File: src/rtl/mul_ctrl.sv
// mul_ctrl -- sequencer that turns RISC-V M-extension multiply requests
// (MUL, MULH, MULHSU, MULHU) into a single unsigned multiply, then applies the
// sign correction and picks the requested result half.
//
// A one-entry result cache holds the last full 64-bit signed-corrected
// product. A MUL request can reuse any cached product of the same operands,
// because the low 32 bits do not depend on signedness.
//
// Ports:
//   clk        single clock, rising edge
//   rst        asynchronous, active-low reset
//   ext_start  CPU request, sampled only in IDLE
//   ext_func3  op select: 000 MUL, 001 MULH, 010 MULHSU, 011 MULHU, 1xx unsupported
//   ext_a/b    CPU operands (rs1, rs2)
//   ext_r      result word, held until the next completion
//   ext_done   one-cycle completion pulse
//   ext_err    high together with ext_done for aborted or unsupported ops
//   busy       high in every state except IDLE
//   mul_start  one-cycle launch pulse to the unsigned multiplier
//   mul_a/b    unsigned operand magnitudes, driven from LAUNCH through WAIT
//   mul_p      unsigned 64-bit product, valid while mul_done=1
//   mul_done   multiplier completion (pulse or level)
module mul_ctrl #(
  parameter int TIMEOUT = 255
) (
  input  logic        clk,
  input  logic        rst,
  input  logic        ext_start,
  input  logic [2:0]  ext_func3,
  input  logic [31:0] ext_a,
  input  logic [31:0] ext_b,
  output logic [31:0] ext_r,
  output logic        ext_done,
  output logic        ext_err,
  output logic        busy,
  output logic        mul_start,
  output logic [31:0] mul_a,
  output logic [31:0] mul_b,
  input  logic [63:0] mul_p,
  input  logic        mul_done
);

  localparam int CW = (TIMEOUT < 2) ? 1 : $clog2(TIMEOUT + 1);
  localparam logic [CW-1:0] TMAX = CW'(TIMEOUT);

  typedef enum logic [2:0] {
    IDLE   = 3'd0,
    LAUNCH = 3'd1,
    WAIT   = 3'd2,
    FIX    = 3'd3,
    DONE   = 3'd4
  } state_t;

  state_t state_reg, state_next;

  // Registered request
  logic [31:0] op_a_reg, op_b_reg;
  logic [2:0]  op_f_reg;

  // Wait counter, captured product, result and error flag
  logic [CW-1:0] cnt_reg;
  logic [63:0]   prod_reg;
  logic [31:0]   r_reg;
  logic          err_reg;

  // One-entry result cache
  logic        cache_valid_reg;
  logic [31:0] cache_a_reg, cache_b_reg;
  logic [1:0]  cache_mode_reg;
  logic [63:0] cache_p_reg;

  // Operand signedness and magnitudes of the registered request
  logic        a_neg, b_neg, neg;
  logic [31:0] mag_a, mag_b;
  logic [63:0] fix_p;
  logic        cache_hit;

  function automatic logic [31:0] pick(input logic [2:0] f, input logic [63:0] p);
    return (f == 3'b000) ? p[31:0] : p[63:32];
  endfunction

  always_comb begin
    // a is signed for MULH and MULHSU, b only for MULH
    a_neg = ((op_f_reg == 3'b001) || (op_f_reg == 3'b010)) && op_a_reg[31];
    b_neg = (op_f_reg == 3'b001) && op_b_reg[31];
    neg   = a_neg ^ b_neg;
    mag_a = a_neg ? (~op_a_reg + 32'd1) : op_a_reg;
    mag_b = b_neg ? (~op_b_reg + 32'd1) : op_b_reg;
    fix_p = neg ? (~prod_reg + 64'd1) : prod_reg;
  end

  // Compared against the live request because it is evaluated in the same
  // IDLE cycle in which the request is being registered.
  assign cache_hit = cache_valid_reg
                  && (ext_a == cache_a_reg)
                  && (ext_b == cache_b_reg)
                  && ((cache_mode_reg == ext_func3[1:0]) || (ext_func3 == 3'b000));

  assign ext_r = r_reg;

  // State register
  always_ff @(posedge clk or negedge rst) begin
    if (!rst) begin
      state_reg <= IDLE;
    end else begin
      state_reg <= state_next;
    end
  end

  // Next state and state-decoded outputs
  always_comb begin
    state_next = state_reg;
    busy       = 1'b1;
    mul_start  = 1'b0;
    ext_done   = 1'b0;
    ext_err    = 1'b0;
    mul_a      = 32'd0;
    mul_b      = 32'd0;
    case (state_reg)
      IDLE: begin
        busy = 1'b0;
        if (ext_start) begin
          if (ext_func3[2] || cache_hit) begin
            state_next = DONE;
          end else begin
            state_next = LAUNCH;
          end
        end
      end
      LAUNCH: begin
        mul_start  = 1'b1;
        mul_a      = mag_a;
        mul_b      = mag_b;
        state_next = WAIT;
      end
      WAIT: begin
        mul_a = mag_a;
        mul_b = mag_b;
        if (mul_done) begin
          state_next = FIX;
        end else if (cnt_reg == TMAX) begin
          state_next = DONE;
        end
      end
      FIX: begin
        state_next = DONE;
      end
      DONE: begin
        ext_done   = 1'b1;
        ext_err    = err_reg;
        state_next = IDLE;
      end
      default: begin
        state_next = IDLE;
      end
    endcase
  end

  // Datapath, request registers, counter and cache
  always_ff @(posedge clk or negedge rst) begin
    if (!rst) begin
      op_a_reg        <= 32'd0;
      op_b_reg        <= 32'd0;
      op_f_reg        <= 3'd0;
      cnt_reg         <= '0;
      prod_reg        <= 64'd0;
      r_reg           <= 32'd0;
      err_reg         <= 1'b0;
      cache_valid_reg <= 1'b0;
      cache_a_reg     <= 32'd0;
      cache_b_reg     <= 32'd0;
      cache_mode_reg  <= 2'd0;
      cache_p_reg     <= 64'd0;
    end else begin
      // The counter only runs in WAIT so every op starts counting from 0
      if (state_reg != WAIT) begin
        cnt_reg <= '0;
      end
      case (state_reg)
        IDLE: begin
          if (ext_start) begin
            op_a_reg <= ext_a;
            op_b_reg <= ext_b;
            op_f_reg <= ext_func3;
            if (ext_func3[2]) begin
              err_reg <= 1'b1;
              r_reg   <= 32'd0;
            end else if (cache_hit) begin
              err_reg <= 1'b0;
              r_reg   <= pick(ext_func3, cache_p_reg);
            end
          end
        end
        WAIT: begin
          if (mul_done) begin
            // Capture now: a pulsed mul_done may drop mul_p before FIX
            prod_reg <= mul_p;
          end else if (cnt_reg == TMAX) begin
            err_reg         <= 1'b1;
            r_reg           <= 32'd0;
            cache_valid_reg <= 1'b0;
          end else begin
            cnt_reg <= cnt_reg + 1'b1;
          end
        end
        FIX: begin
          err_reg         <= 1'b0;
          r_reg           <= pick(op_f_reg, fix_p);
          cache_valid_reg <= 1'b1;
          cache_a_reg     <= op_a_reg;
          cache_b_reg     <= op_b_reg;
          cache_mode_reg  <= op_f_reg[1:0];
          cache_p_reg     <= fix_p;
        end
        default: begin
        end
      endcase
    end
  end

endmodule

File: config.mk
export PLATFORM = sky130hd
export DESIGN_NAME = mul_ctrl
export DESIGN_NICKNAME = d
export VERILOG_FILES = /design/src/rtl/mul_ctrl.sv
export SDC_FILE = /design/constraint.sdc
export NUM_CORES = 1
export LEC_CHECK = 0
export ABC_AREA = 1
export ABC_CLOCK_PERIOD_IN_PS = 5950
export BUFFER_PORTS_ARGS = -buffer_cell sky130_fd_sc_hd__buf_4
export CORE_UTILIZATION = 27
export DETAILED_ROUTE_END_ITERATION = 12
export GPL_ROUTABILITY_DRIVEN = 0
export MAX_ROUTING_LAYER = met4
export PLACE_DENSITY_LB_ADDON = 0.25
export RECOVER_POWER = 25
export SYNTH_ARGS = -nofsm -noshare
export SYNTH_HDL_FRONTEND = slang
export SYNTH_SLANG_ARGS = --single-unit
export TNS_END_PERCENT = 100
File: constraint.sdc
create_clock -name clk -period 5.95 [get_ports clk]
set_input_delay 1.19 -clock clk [delete_from_list [all_inputs] [get_ports clk]]
set_output_delay 1.19 -clock clk [all_outputs]
set_load 0.05 [all_outputs]
==> impl_metrics.py <==
metrics = {
    "routing": {
        "drt_iter0_drc": 1660,
        "wire_per_inst_um": 17.8,
        "antenna_violating_nets_left": 0,
        "drt_wl_total_um": 65200,
        "dr_total_vias": 17234,
        "viasPerCell": 4.70,
        "drt_pass1_iterations": 8,
        "drc": 0,
    },
    "layout": {
        "area.sequential_mm2": 0.00766,
        "commonest_cells_after_routing_fill_and_taps_aside": "792 x sky130_fd_sc_hd__nand2_1, 380 x sky130_fd_sc_hd__nor2_1, 306 x sky130_fd_sc_hd__dfrtp_1",
        "layout.filler_cells": 7060,
        "final_layout_size_suffix_gt1_share_pct": 12.3,
        "multi_input_area_mm2": 0.00844,
        "synthesis_to_finish_area_growth_pct": 21.6,
        "final_area_mm2": 0.0214,
        "layout_commonest_cell": "sky130_fd_sc_hd__nand2_1",
        "final_util_pct": 33.2,
        "layout_net_count": 2922,
        "antenna_cells_inserted": 0,
    },
    "synth": {
        "synth_top_cell_by_area": "sky130_fd_sc_hd__dfrtp_1",
        "postSynthAreaPerCell_um2": 6.77,
        "syn-cell-area_mm2": 0.0176,
        "ys_top_cells_by_area": "sky130_fd_sc_hd__dfrtp_1 44%, sky130_fd_sc_hd__nand2_1 17%, sky130_fd_sc_hd__nor2_1 8.1%",
        "ys_seq_area_share_pct": 43.6,
        "synth_cell_types": 39,
        "synth.top_cell.area_share_pct": 43.6,
        "postSynthRegisterBits": 306,
        "postSynthNetCount": 2734,
        "yosysWarnings": 0,
        "syn_inst": 2595,
    },
    "critical_path": {
        "worst-setup-path-type": "reg2reg",
        "critical_path_required_ns": 6.46,
        "wp_data_arrival_ns": 5.30,
        "critical_path.startpoint_type": "register",
        "sequence_of_cells_on_the_critical_path": "inv_1, nand2_1, nor2_1, inv_2, buf_4, a21oi_1, nand2_1, nand2_1, nand2_1, nand2_1",
        "worst_path_dominant_cell_family": "simple AND/OR/NAND/NOR gates",
        "crit_path_end_kind": "register",
        "slowest_stage": "sky130_fd_sc_hd__nor2_1",
        "cpMostUsedCell": "sky130_fd_sc_hd__nand2_1",
        "critical_path.max_stage_delay_ns": 2.11,
        "crit_buf_inv": 3,
        "critical_path.max_fanout": 68,
    },
    "cts": {
        "numCtsBuffers": 39,
        "clock_latency_ns": 0.58,
        "htree_levels": 2,
        "clockBufferDepth": 3,
        "cts_setup_buffers": 0,
        "clk_transition_reported_paths_ns": 0.06,
        "ctsRootBufferMaster": "sky130_fd_sc_hd__clkbuf_16",
        "tritoncts_clock_tree": "yes",
        "holdBufCountCts": 0,
        "clock_sink_count": 306,
        "cts-resized-gates": 0,
    },
    "grt": {
        "first_global_vias": 16411,
        "overflow": 0,
        "grt_pass1_wl_um": 99600,
        "number_of_antenna_violations_at_the_first_check_in_global_routing": 0,
        "overall_track_demand_over_capacity_in_global_routing_pct": 20.2,
        "grt_max_degree": 119,
    },
    "timing": {
        "final.setup_skew_ns": 0.0370,
        "unrepaired_setup_endpoints_after_global_routing": "false",
        "finalMaxSlewViolations": 134,
        "tns_ns": 0,
        "layout_worst_path_cycle_share_pct": 80.5,
        "max_slew_headroom_pct": -91.7,
        "clock_period_minus_worst_slack_ns": 4.79,
        "final.hold.worst_slack_ns": 0.478,
        "setup_viol": 0,
        "final.setup.worst_slack_ns": 1.16,
        "final_hold_viol_count": 0,
        "timing.fmax_mhz": 209,
        "worst-slew-pin-transition_ns": 2.87,
    },
    "floorplan": {
        "num_rows": 93,
        "floorplan.core_area_mm2": 0.0643,
        "die_area_mm2": 0.0661,
        "fp.dieH_um": 257,
        "ioPinCount": 235,
        "die_w_um": 257,
        "initial_utilization_pct": 27.3,
    },
    "power_and_ir_drop": {
        "power_leakage_nw": 10.6,
        "power-per-cell-area_mw_per_mm2": 584,
        "vdd.ir_drop.worst_uv": 254,
    },
    "outcome": {
        "failing_checks": "max-capacitance violations, max-slew violations",
        "outcome": "finished, violations left",
    },
    "placement": {
        "placed_area_mm2": 0.0201,
        "io_buffers": 234,
        "setup_slack_placement_ns": 2.12,
        "hpwl_um": 49500,
    },
    "worst_hold_path": {
        "worst_hold_path_type": "reg2reg",
    },
    "flow_run": {
        "max-cap-violations": 2,
    },
}
[layout make-up]
type	instances	area share, %
flip-flops and latches	306	35.8
well taps	855	5.00
repair buffers	251	8.92
clock inverters	14	0.644
multi-input cells	1905	39.5
inverters	280	4.92
clock buffers	53	5.24
[final timing paths]
path                            startpoint         endpoint  slack (ns)  cells after the start
max                           state_reg[2]         ext_r[4]        1.16                     10
min                        cache_p_reg[15]  cache_p_reg[15]        0.48                      2
max reg2reg                   state_reg[2]         ext_r[4]        1.16                     10
min reg2reg                cache_p_reg[15]  cache_p_reg[15]        0.48                      2
max in group asynchronous              rst     prod_reg[45]        2.87                      2
min in group asynchronous              rst     op_b_reg[19]        1.39                      1
[tightest hold or removal path, delay by kind of cell (launching register included)]
family,cells,cell delay [ns]
AO/OA/AOI/OAI,1,0.06
AND/OR/NAND/NOR,1,0.05
flip-flops,1,0.34
[kinds of logic (layout without fill, tap and decap cells)]
family          count (synthesis)  in the layout  synth area share, %
flops                         306            306                 43.6
simple gates                 1389           1389                 31.7
fa+ha+maj                       4              4                0.285
mux                             9              9                0.577
buf+inv                       384            598                 8.51
compound gates                479            479                 14.1
xor+xnor                       24             24                 1.20
[power breakdown]
part / total (W) / internal, W / switching (W) / leakage [nW]
clock: 0.00238 / 0.00140 / 0.000977 / 0.625
sequential: 0.00389 / 0.00299 / 0.000902 / 3.72
combinational: 0.00622 / 0.00180 / 0.00442 / 6.23
[stage by stage]
stage | power (W) | std cells
6_report | 0.0125 | 3664
5_1_grt | 0.0135 | 3664
4_1_cts | 0.0126 | 3664
3_5_place_dp | 0.0101 | 3597
3_3_place_gp | 0.0101 | 3597
2_1_floorplan | 0.00796 | 2595
[layer usage]
metal	GRT usage, %	wire length, um
met1	26.3	28800
met2	31.7	30300
met3	3.49	4270
met4	6.18	1880
met5	-	0
[cells in the mapped netlist, drive strengths merged]
master  count
nand2     798
nor2      389
dfrtp     306
o21ai     285
inv       280
a21oi     147
nand3     134
clkbuf     78
nor3       32
a31oi      26
buf        26
xor2       24
nand4      19
mux2        9
o211ai      7
nor4        6
o22ai       6
and2        4
ha          4
o31ai       4
nand3b      3
and3        2
or2         2
a41oi       1
o21a        1
o21bai      1
o32ai       1
No activity file was read; power rests on OpenSTA's default activity.
